`src/rtl/aes_out_serializer.sv`:
```
`default_nettype none
// ============================================================================
// Module      : aes_out_serializer
// Description : Captures 128-bit ciphertext blocks from AES_top on a one-cycle
//               valid pulse, buffers them in a small block FIFO and streams
//               each block as four 32-bit words over a valid/ready interface.
//               A block arriving while the buffer is full (and no same-edge
//               pop frees an entry) is dropped and a sticky overflow flag is
//               raised.
// Revision    : 1.0 - initial release
// ----------------------------------------------------------------------------
// Parameters:
//   DEPTH   number of buffered 128-bit blocks (2 or 4)
//   LVL_W   width of buf_level, equal to $clog2(DEPTH)+1
// Ports:
//   AES_clk             in   single clock
//   AES_rst             in   synchronous active-high reset
//   AES_data_out_valid  in   one-cycle pulse, AES_data_out valid
//   AES_data_out        in   128-bit ciphertext block
//   ser_ready           in   consumer accepts a word this cycle
//   ser_valid           out  ser_data holds a valid word
//   ser_data            out  current 32-bit output word
//   ser_last            out  current word is the 4th word of its block
//   ser_overflow        out  sticky: a block was dropped
//   buf_level           out  blocks currently buffered (0..DEPTH)
// Configuration macro:
//   AES_OUT_LSW_FIRST_EN  defined -> least-significant word sent first;
//                         undefined -> most-significant word sent first.
// ============================================================================
module aes_out_serializer #(
    parameter int DEPTH = 2,
    parameter int LVL_W = 2
) (
    input  logic               AES_clk,
    input  logic               AES_rst,
    input  logic               AES_data_out_valid,
    input  logic [127:0]       AES_data_out,
    input  logic               ser_ready,
    output logic               ser_valid,
    output logic [31:0]        ser_data,
    output logic               ser_last,
    output logic               ser_overflow,
    output logic [LVL_W-1:0]   buf_level
);

    localparam int c_PTR_W = $clog2(DEPTH);

    // Reject unsupported configurations at elaboration time.
    generate
        if ((DEPTH != 2 && DEPTH != 4) || (LVL_W != $clog2(DEPTH) + 1)) begin : g_bad_param
            $error("aes_out_serializer: DEPTH must be 2 or 4 and LVL_W must be $clog2(DEPTH)+1");
        end
    endgenerate

    typedef enum logic [0:0] {
        S_IDLE = 1'b0,
        S_SEND = 1'b1
    } state_t;

    state_t               r_state;
    state_t               w_state_next;

    logic [127:0]         r_mem [DEPTH];
    logic [c_PTR_W-1:0]   r_wptr;
    logic [c_PTR_W-1:0]   r_rptr;
    logic [LVL_W-1:0]     r_count;
    logic [1:0]           r_widx;
    logic                 r_overflow;

    logic                 w_full;
    logic                 w_xfer;
    logic                 w_pop;
    logic                 w_push;
    logic                 w_drop;
    logic [LVL_W-1:0]     w_count_next;
    logic [1:0]           w_widx_next;

    logic [127:0]         w_head;
    logic [1:0]           w_lane;
    logic [31:0]          w_word;

    // ------------------------------------------------------------------------
    // Next-state, handshake and FIFO bookkeeping
    // ------------------------------------------------------------------------
    always_comb begin
        w_state_next = r_state;
        w_widx_next  = r_widx;
        w_full       = (r_count == LVL_W'(DEPTH));
        w_xfer       = (r_state == S_SEND) && ser_ready;
        w_pop        = w_xfer && (r_widx == 2'd3);
        // A full buffer can still take a block if the head leaves on this edge.
        w_push       = AES_data_out_valid && (!w_full || w_pop);
        w_drop       = AES_data_out_valid && w_full && !w_pop;
        w_count_next = r_count;

        case ({w_push, w_pop})
            2'b10:   w_count_next = r_count + LVL_W'(1);
            2'b01:   w_count_next = r_count - LVL_W'(1);
            default: w_count_next = r_count;
        endcase

        // widx wraps 3 -> 0 naturally, which coincides with the head pop.
        if (w_xfer) begin
            w_widx_next = r_widx + 2'd1;
        end

        // The state is chosen from the post-edge occupancy so that a block
        // captured into an empty buffer is presented on the very next cycle
        // and consecutive blocks stream without a bubble.
        case (r_state)
            S_IDLE: begin
                if (w_count_next != '0) begin
                    w_state_next = S_SEND;
                end
            end
            S_SEND: begin
                if (w_pop && (w_count_next == '0)) begin
                    w_state_next = S_IDLE;
                end
            end
            default: begin
                w_state_next = S_IDLE;
            end
        endcase
    end

    // ------------------------------------------------------------------------
    // State register
    // ------------------------------------------------------------------------
    always_ff @(posedge AES_clk) begin
        if (AES_rst) begin
            r_state <= S_IDLE;
        end else begin
            r_state <= w_state_next;
        end
    end

    // ------------------------------------------------------------------------
    // FIFO control registers and sticky overflow
    // ------------------------------------------------------------------------
    always_ff @(posedge AES_clk) begin
        if (AES_rst) begin
            r_wptr     <= '0;
            r_rptr     <= '0;
            r_count    <= '0;
            r_widx     <= 2'd0;
            r_overflow <= 1'b0;
        end else begin
            r_count <= w_count_next;
            r_widx  <= w_widx_next;
            // DEPTH is a power of two, so pointers wrap by plain overflow.
            if (w_push) begin
                r_wptr <= r_wptr + c_PTR_W'(1);
            end
            if (w_pop) begin
                r_rptr <= r_rptr + c_PTR_W'(1);
            end
            if (w_drop) begin
                r_overflow <= 1'b1;
            end
        end
    end

    // ------------------------------------------------------------------------
    // Block storage. Not reset: an entry is only read after being written,
    // and the output word is forced to zero while nothing is being sent.
    // A push during reset is blocked so the coincident block is discarded.
    // ------------------------------------------------------------------------
    always_ff @(posedge AES_clk) begin
        if (w_push && !AES_rst) begin
            r_mem[r_wptr] <= AES_data_out;
        end
    end

    // ------------------------------------------------------------------------
    // Head/word select. w_lane is the 32-bit lane number counted from the
    // least-significant end of the block.
    // ------------------------------------------------------------------------
    always_comb begin
        w_head = r_mem[r_rptr];
`ifdef AES_OUT_LSW_FIRST_EN
        w_lane = r_widx;
`else
        w_lane = ~r_widx;
`endif
        case (w_lane)
            2'd0:    w_word = w_head[31:0];
            2'd1:    w_word = w_head[63:32];
            2'd2:    w_word = w_head[95:64];
            default: w_word = w_head[127:96];
        endcase
    end

    // ------------------------------------------------------------------------
    // Outputs: registered state through the head/word mux only.
    // ------------------------------------------------------------------------
    assign ser_valid    = (r_state == S_SEND);
    assign ser_data     = ser_valid ? w_word : 32'd0;
    assign ser_last     = ser_valid && (r_widx == 2'd3);
    assign ser_overflow = r_overflow;
    assign buf_level    = r_count;

endmodule
`default_nettype wire

```
`config.mk`:
```
export PLATFORM = sky130hd
export DESIGN_NAME = aes_out_serializer
export DESIGN_NICKNAME = d
export VERILOG_FILES = /design/src/rtl/aes_out_serializer.sv
export SDC_FILE = /design/constraint.sdc
export NUM_CORES = 1
export LEC_CHECK = 0
export CORE_ASPECT_RATIO = 2
export CORE_MARGIN = 5
export CORE_UTILIZATION = 35
export CTS_BUF_LIST = sky130_fd_sc_hd__clkbuf_8
export CTS_CLUSTER_DIAMETER = 100
export DETAILED_ROUTE_END_ITERATION = 8
export PLACE_DENSITY_LB_ADDON = 0.25
export SLEW_MARGIN = 40
export SYNTH_ARGS = -nofsm -noshare
export SYNTH_HDL_FRONTEND = slang
export SYNTH_SLANG_ARGS = --single-unit
```
`constraint.sdc`:
```
create_clock -name AES_clk -period 12.68 [get_ports AES_clk]
set_clock_uncertainty 0.1 [all_clocks]
set_input_delay 1.902 -clock AES_clk [delete_from_list [all_inputs] [get_ports AES_clk]]
set_output_delay 1.902 -clock AES_clk [all_outputs]
set_load 0.05 [all_outputs]
```
-- Word-level counts from Yosys, hierarchy flattened
Memory sizes are Yosys's and may differ from the RTL's. A register that Yosys moved wholly into a read port is not among the register bits.
Index checks and enable logic that the tools add are counted.
- register bits: 8
- RAM bits: 256
- input bits: 132
- output and inout port bits: 37
- word-level logic and storage cells: 45
- memories: 1
- add/sub/neg operators: 5
- equal/unequal tests: 6
- mux-type cells: 10
- bitwise gates (word level): 2
- reductions and logical operators: 15
- memories (memory ; words ; bits a word ; rd ports ; clocked after memory_dff ; write ports ; RTL line ; RTL):
    r_mem ; 2 ; 128 ; 1 ; 1 ; 1 ; 63 ; logic [127:0] r_mem [DEPTH];
- operators with widths (kind ; number):
    one-hot mux 32 bit (3 select lines) ; 1
    two-way mux 32 bit ; 1
    == test 2 bit, second input constant ; 4
    logical AND 1 bit ; 8
    two-way mux 1 bit ; 6
    adder 2 x 1 -> 2 bit, second input constant ; 2
    == test 2 x 1 -> 1 bit, second input constant ; 2
    logical NOT 2 bit ; 2
    one-hot mux 2 bit (2 select lines) ; 1
    logical NOT 1 bit ; 3
    adder 1 bit, second input constant ; 2
    inverter 2 bit ; 1
    one-hot mux 1 bit (2 select lines) ; 1
    nonzero test 2 bit ; 1
    subtractor 2 x 1 -> 2 bit, second input constant ; 1
    logical OR 1 bit ; 1
    inverter 1 bit ; 1

-- Logic depth before layout (Yosys ltp)
Gate-level depths: netlist of the first run.
- word-level depth: 10
- gate-level depth with buffers: 8
- gate-level depth less buffers: 7

-- Worst setup path after synthesis of the first run
Ideal clock, no wire load.
- kind: input-to-reg
- from: input ser_ready
- to: memory r_mem[1][0] (enable)
- setup time: 798 ps
- arrival time: 11484 ps
- required time: 11782 ps
- setup slack: 298 ps
- stages: 3
- path buffers: 0
- cell sequence: nand3_1 -> a21bo_2 -> nor3b_1
- cells in the longest elaborated chain, start to end: 7
- ends and longest elaborated chain (what ; RTL line ; RTL):
    from (decl) ; 38 ; input logic ser_ready,
    logical AND 1 bit ; 89 ; w_xfer = (r_state == S_SEND) && ser_ready;
    logical AND 1 bit ; 90 ; w_pop = w_xfer && (r_widx == 2'd3);
    logical OR 1 bit ; 92 ; w_push = AES_data_out_valid && (!w_full || w_pop);
    logical AND 1 bit ; 92 ;
    logical AND 1 bit ; 170 ; if (w_push && !AES_rst) begin
    two-way mux 1 bit ; 170 ;
    two-way mux 1 bit (not written as such) ; 171 ; r_mem[r_wptr] <= AES_data_out;
    to (decl) ; 63 ;
No other way between the ends.

-- Worst setup path in the final report of the first run
- from: register r_widx[1]
- to: output ser_data[31]
- cells in the longest elaborated chain, start to end: 4
- elaborated cells between the ends (all ways): 6
- those cells by class: eq/ne (2); mux (2); bitwise (1); reduce/logical (1)
- ends and longest elaborated chain (what ; RTL line ; RTL):
    from (decl) ; 67 ; logic [1:0] r_widx;
    from (signal assigned) ; 150 ; r_widx <= w_widx_next;
    inverter 2 bit (*) ; 184 ; w_lane = ~r_widx;
    == test 2 bit (tied with other cells) ; 186 ; case (w_lane)
    one-hot mux 32 bit (3 select lines) (*) ; 186 ;
    two-way mux 32 bit (*) ; 198 ; assign ser_data = ser_valid ? w_word : 32'd0;
    to (decl) ; 40 ; output logic [31:0] ser_data,
Every way passes the cells marked *; elsewhere a longest branch is shown, timed or not.

==> results of run 1 <==
[through the flow]
stage                     utilization (%)  total power (W)  cell area [um^2]  hold slack (ns)  setup WS (ns)
after floorplan                         -          0.00116             10100            0.369          0.298
after global placement               42.2          0.00126             12100            0.358           7.44
after detailed placement             42.4          0.00126             12100            0.387           7.61
after CTS                            45.0          0.00194             12900            0.417           7.01
after global routing                 45.0          0.00199             12900            0.451           6.84
final                                45.0          0.00191             12900            0.399           7.12
[registers in the layout, summed over array words and instances, names as in the netlist, named ones only]
| signal | cells |
|---|---|
| ser_valid | 1 |
| ser_overflow | 1 |
| r_widx | 2 |
| r_mem | 256 |
| r_wptr | 1 |
| r_rptr | 1 |
| buf_level | 2 |
[layer usage]
metal / wire (um) / vias to the layer above / global-route usage, %
met3: 1910 / 48 / 4.59
met4: 622 / 2 / 5.08
met5: 13 / - / 0
met1: 9880 / 2946 / 18.9
met2: 11500 / 214 / 23.2
li1: - / 2781 / -
[critical path: cells and delay by family, from the launching register on]
family	cells	cell delay, ns
buffers and inverters	3	1.51
AO/OA/AOI/OAI	2	0.50
adder cells (fa/ha/maj)	1	0.45
flip-flops	1	0.34
AND/OR/NAND/NOR	1	0.21
[cell families (layout without fill, tap and decap cells)]
group,count (synthesis),after routing
other cells,0,4
flops,265,265
buf+inv,44,255
fa+ha+maj,5,5
mux,33,33
compound gates,102,102
xor+xnor,4,4
simple gates,152,152
[cell type report]
| cell class | instances | area, um^2 |
|---|---|---|
| fill | 2585 | 15700 |
| sequential | 265 | 7870 |
| multi-input combinational | 296 | 2000 |
| timing repair buffer | 180 | 1790 |
| clock buffer | 42 | 578 |
| tap | 360 | 450 |
| clock inverter | 30 | 174 |
| inverter | 3 | 11.3 |
| antenna | 4 | 10.0 |
[path summary, 6_finish.rpt]
check                                   from       endpoint  slack (ns)
worst max-delay path               r_widx[1]   ser_data[31]        7.12
worst min-delay path            ser_overflow   ser_overflow        0.40
worst max register to register     r_widx[1]  r_mem[1][103]        8.87
worst min register to register  ser_overflow   ser_overflow        0.40
[cells in the final DEF, fill, tap and decap left out, types with 7 or more instances in the layout]
cell / n
sky130_fd_sc_hd__edfxtp_1: 256
sky130_fd_sc_hd__clkdlybuf4s50_1: 168
sky130_fd_sc_hd__nand2_1: 68
sky130_fd_sc_hd__a22oi_1: 64
sky130_fd_sc_hd__clkbuf_8: 42
sky130_fd_sc_hd__nand3_1: 34
sky130_fd_sc_hd__mux2i_1: 32
sky130_fd_sc_hd__a32oi_1: 32
sky130_fd_sc_hd__and3_1: 32
sky130_fd_sc_hd__inv_1: 17
sky130_fd_sc_hd__clkinv_1: 10
sky130_fd_sc_hd__buf_4: 8
sky130_fd_sc_hd__dfxtp_1: 7
[power breakdown]
group | internal [W] | total [W] | switching, W
registers | 0.00100 | 0.00102 | 0.0000151
logic | 0.0000891 | 0.000220 | 0.000131
clock network | 0.000348 | 0.000670 | 0.000322
==> summary.md, run 1 <==
| Metric | Value |
|---|---|
| Maximum fanout along the worst path | 48 |
| Last weighted congestion value of the routability-driven placer | 0.709 |
| Type of the tightest min-delay check | reg2reg |
| Number of nets in the layout | 923 |
| Leakage power figure | 4.08 nW |
| Total CTS buffers | 40 |
| Maximum VDD drop | 77.1 uV |
| Overall die area | 32500 um^2 |
| Cell depth of the worst hold path | 2 |
| Antenna violations before repair | 1 |
| Remaining max-slew budget at the tightest pin | 51.5% |
| Clock Sinks | 265 |
| XOR/XNOR share of the synthesized area | 0.347% |
| Number of H-tree branching levels | 2 |
| Transition time at the pin with the least slew margin | 0.727 ns |
| Depth of the most critical reg-to-reg path | 7 |
| Router iterations before antenna repair | 4 |
| Number of setup buffers added after CTS | 0 |
| Number of global-route vias before repair | 6349 |
| Clock slew at reported path FFs | 0.07 ns |
| Non-filler instance count after layout | 1180 |
| Final-report hold violation count | 0 |
| Proportion of synthesized area in mux cells | 3.32% |
| Dominant combinational cell family by area after synthesis | compound AO/OA/AOI/OAI gates |
| Number of instances in the synthesized netlist | 605 |
| Effective utilization at floorplan | 35.2% |
| Number of DRC violations after detailed-routing iteration 0 | 330 |
| Final setup vio count | 0 |
| Synthesized-area fraction occupied by adder cells | 0.620% |
| Area fraction in compound gates after synthesis | 7.90% |
| Yosys warning total | 0 |
| Horizontal die dimension | 130 um |
| Clock tree from TritonCTS | yes |
| Sequential share of the synthesized area | 78.0% |
| Most frequent cell after synthesis | sky130_fd_sc_hd__edfxtp_1 |
| Number of buffers on the longest clock path | 3 |
| WP data arrival | 3.56 ns |
| Unrepaired setup endpoints after global routing | no |
| Area share of the leading cell type in the synthesized netlist | 76.2% |
| Kind of end point of the critical path | output pin |
| Area leader, netlist | sky130_fd_sc_hd__edfxtp_1 |
| Number of routed nets with antenna violations | 0 |
| Highest achievable clock rate | 0.180 GHz |
| Worst path slowest cell | sky130_fd_sc_hd__clkdlybuf4s50_1 |
| Quantity of hold-fixing buffers added after cts | 0 |
| Sum of negative setup slack | 0 ns |
| Root Buffer Master | sky130_fd_sc_hd__clkbuf_8 |
| Fraction of registers with async set or reset after synthesis | 0% |
| Number of gates resized after CTS | 0 |
| Critical Path RT | 10.68 ns |
| Power density normalized to cell area | 148 nW/um^2 |
| Cell-by-cell listing of the critical path | inv_1, ha_2, buf_4, a22oi_1, a32oi_1, and3_1, clkdlybuf4s50_1 |
| Synthesis-stage register bit count | 265 |
| Placed Cells | 1104 |
| Post-synth net total | 742 |
| Die boundary height | 250 um |
| Total Routing Usage GR | 14.6% |
| Number of flops mapped to enable cells by yosys | 256 |
| Cell Area, Synth | 10100 um^2 |
| Final Routed Wirelength | 23900 um |
| Share of the clock period used by the worst path after layout | 43.9% |
| Top cell types by occurrence after synthesis | sky130_fd_sc_hd__edfxtp_1, sky130_fd_sc_hd__nand2_1, sky130_fd_sc_hd__a22oi_1 |
| Aggregate global routing overflow | 0 |
| Simple-gate share of the synthesized area | 7.33% |
| HPWL reported at the end of detailed placement | 14400 um |
| Source-to-sink clock delay at the later pin of the worst-skew pair | 0.52 ns |
| Worst Setup Path Type | reg2out |
| Maximum number of pins on one net before global-route repair | 72 |
| Cell Rows | 88 |
| Delay contributed by the slowest stage of the critical path | 0.80 ns |
| Vias after detailed routing | 5991 |
| Vias per Instance | 5.08 |
| Most used flip-flop cell after synthesis | sky130_fd_sc_hd__edfxtp_1 |
| Fraction of layout cells with a size suffix above 1 | 8.82% |
| First-pass GRT wire length | 36200 um |
| Run status | finished clean |
| Number of pins with negative max-slew slack in the final report | 0 |
| Final period demand of the worst path | 5.56 ns |
| Launching element type of the critical path | flip-flop |
| Count of cell types in the netlist | 31 |
| Cell types occupying the most area after synthesis | sky130_fd_sc_hd__edfxtp_1, sky130_fd_sc_hd__a22oi_1, sky130_fd_sc_hd__mux2i_1 |
| Routed wire length per instance | 20.3 um |
| IO Count | 169 |
| Core area | 28600 um^2 |
| PortBufs | 168 |
| Syn avg cell area | 16.7 um^2 |
| Layout overhead on the synthesized area | 27.8% |
| Drc violations | 0 |
| Number of maximum-capacitance constraint violations | 0 |
Power figures use the tool's default switching activity.
==> run 2, diff against run 1 <==
==> constraint.sdc (replaced) <==
create_clock -name AES_clk -period 5 [get_ports AES_clk]
set_clock_uncertainty 0.1 [all_clocks]
set_input_delay 0.75 -clock AES_clk [delete_from_list [all_inputs] [get_ports AES_clk]]
set_output_delay 0.75 -clock AES_clk [all_outputs]
set_load 0.05 [all_outputs]
==> summary.md, run 2 (same netlist as run 1, synthesis figures left out) <==
| Metric | Value |
|---|---|
| Quantity of hold-fixing buffers added after cts | 0 (unchanged) |
| Clock tree from TritonCTS | yes |
| ANT cells | 0 (-4) |
| Vias per Instance | 5.07 (-0.14%) |
| Transition time at the pin with the least slew margin | 0.782 ns (+0.0546 ns) |
| Cell depth of the worst hold path | 2 (unchanged) |
| Worst Slack Setup Final | 0.654 ns (-6.46 ns) |
| Total Routing Usage GR | 14.9% (+0.27 points) |
| Root Buffer Master | sky130_fd_sc_hd__clkbuf_8 |
| FILL cells | 2557 (-1.1%) |
| Area after detailed placement | 12300 um^2 (+1.0%) |
| Number of DRC violations after detailed-routing iteration 0 | 378 (+15%) |
| Worst Setup Path Type | reg2out |
| Number of setup buffers added after CTS | 0 (unchanged) |
| Aggregate global routing overflow | 0 (unchanged) |
| Kind of end point of the critical path | output pin |
| Clock slew at reported path FFs | 0.06 ns (about the same) |
| HPWL reported at the end of detailed placement | 15500 um (+8.0%) |
| Non-filler instance count after layout | 1171 (-0.76%) |
| Share of the clock period used by the worst path after layout | 86.9% |
| Effective utilization at floorplan | 35.2% (unchanged) |
| Number of H-tree branching levels | 2 (unchanged) |
| Router iterations before antenna repair | 4 (unchanged) |
| Fraction of layout cells with a size suffix above 1 | 9.12% (+0.30 points) |
| Overall die area | 32500 um^2 (unchanged) |
| Number of routed nets with antenna violations | 0 (unchanged) |
| Leakage power figure | 4.09 nW (+0.26%) |
| Cell Rows | 88 (unchanged) |
| Number of nets in the layout | 923 (unchanged) |
| Clock Sinks | 265 (unchanged) |
| Number of gates resized after CTS | 0 (unchanged) |
| Run status | finished clean |
| Most frequent cells in the layout | sky130_fd_sc_hd__edfxtp_1, sky130_fd_sc_hd__clkdlybuf4s50_1, sky130_fd_sc_hd__nand2_1 |
| Drc violations | 0 (unchanged) |
| Last weighted congestion value of the routability-driven placer | 0.722 (+1.9%) |
| PortBufs | 168 (unchanged) |
| Layout overhead on the synthesized area | 28.5% |
| Final period demand of the worst path | 4.35 ns |
| Antenna violations before repair | 5 (+4) |
| Core area | 28600 um^2 (unchanged) |
| Total CTS buffers | 39 (-2.5%) |
| Vias after detailed routing | 5937 (-0.90%) |
| Number of maximum-capacitance constraint violations | 0 (unchanged) |
| Final-report hold violation count | 0 (unchanged) |
| Die boundary height | 250 um (unchanged) |
| Unrepaired setup endpoints after global routing | no |
| Horizontal die dimension | 130 um (unchanged) |
| Critical Path RT | 4.15 ns (-6.53 ns) |
| Type of the tightest min-delay check | reg2reg |
| Maximum VDD drop | 197 uV (+160%) |
| Biggest register | r_mem |
| Maximum fanout along the worst path | 19 (-60%) |
| Flip-flop count of the largest register after layout | 256 (unchanged) |
| WP data arrival | 3.50 ns (-0.06 ns) |
| Maximum number of pins on one net before global-route repair | 95 (+32%) |
| Final setup vio count | 0 (unchanged) |
| Remaining max-slew budget at the tightest pin | 47.9% (-3.6 points) |
| Sum of negative setup slack | 0 ns (unchanged) |
| Number of buffers on the longest clock path | 3 (unchanged) |
| Launching element type of the critical path | flip-flop |
| Number of pins with negative max-slew slack in the final report | 0 (unchanged) |
| Routed wire length per instance | 20.9 um (+2.9%) |
| Source-to-sink clock delay at the later pin of the worst-skew pair | 0.54 ns (+0.02 ns) |
| IO Count | 169 (unchanged) |
| Depth of the most critical reg-to-reg path | 5 (-2) |
| Placed Cells | 1105 (+0.091%) |
| Pre-CTS setup slack | 1.14 ns (-6.47 ns) |
| Highest achievable clock rate | 0.230 GHz |
| Power density normalized to cell area | 369 nW/um^2 (+150%) |
| Most common cell after layout, fill and taps aside | sky130_fd_sc_hd__edfxtp_1 |
| Design area | 13000 um^2 (+0.58%) |
| Final Routed Wirelength | 24400 um (+2.1%) |
| Number of global-route vias before repair | 6445 (+1.5%) |
| First-pass GRT wire length | 37300 um (+2.9%) |
## run 2: path summary, 6_finish.rpt
kind / from / to / slack (ns)
worst max-delay path: flip-flop / ser_data[30] / 0.65
worst min-delay path: ser_overflow / ser_overflow / 0.39
worst max register to register: r_widx[1] / r_mem[1][46] / 2.13
worst min register to register: ser_overflow / ser_overflow / 0.39
## run 2: through the flow
step	power [W]	util (%)	hold slack [ns]
after floorplan	0.00293	-	0.369
after CTS	0.00486	45.3	0.397
after global routing	0.00499	45.3	0.440
final	0.00478	45.3	0.391
after detailed placement	0.00323	42.8	0.383
after global placement	0.00320	42.6	0.351
## run 2: power by group
group          internal, W  switching [W]  total, W
clock             0.000825       0.000789   0.00161
combinational     0.000242       0.000342  0.000584
sequential         0.00255      0.0000380   0.00258
total              0.00361        0.00117   0.00478
## run 2: metal layers
| layer | GRT usage, % | share of wire (%) |
|---|---|---|
| met4 | 4.67 | 2.2 |
| met1 | 19.3 | 42 |
| met3 | 4.01 | 5.8 |
| met5 | 0 | 0.23 |
| met2 | 24.3 | 49 |
## run 2: cell type report
class                   instances  area [um^2]  area share, %
multi-input cells             296         2020           15.6
repair buffers                181         1910           14.7
clock buffers                  42          578           4.46
inverters                       3         11.3         0.0868
clock inverters                24          130           1.00
well taps                     360          450           3.47
flip-flops and latches        265         7870           60.7
## run 2: worst max-delay path: stages (launching register included)
cell and delay (ns):
sky130_fd_sc_hd__dfxtp_2 0.84, sky130_fd_sc_hd__nor2b_4 0.66, sky130_fd_sc_hd__buf_4 0.39, sky130_fd_sc_hd__a32oi_1 0.14, sky130_fd_sc_hd__and3_1 0.21, sky130_fd_sc_hd__clkdlybuf4s50_1 0.70
==> run 3, diff against run 2 <==
--- a/config.mk
+++ b/config.mk
@@ -5,6 +5,7 @@
 export SDC_FILE = /design/constraint.sdc
 export NUM_CORES = 1
 export LEC_CHECK = 0
+export CAP_MARGIN = 10
 export CORE_ASPECT_RATIO = 2
 export CORE_MARGIN = 5
 export CORE_UTILIZATION = 35
==> results of run 3 <==
No change in the layout: final DEF, timing and power equal those of run 2.
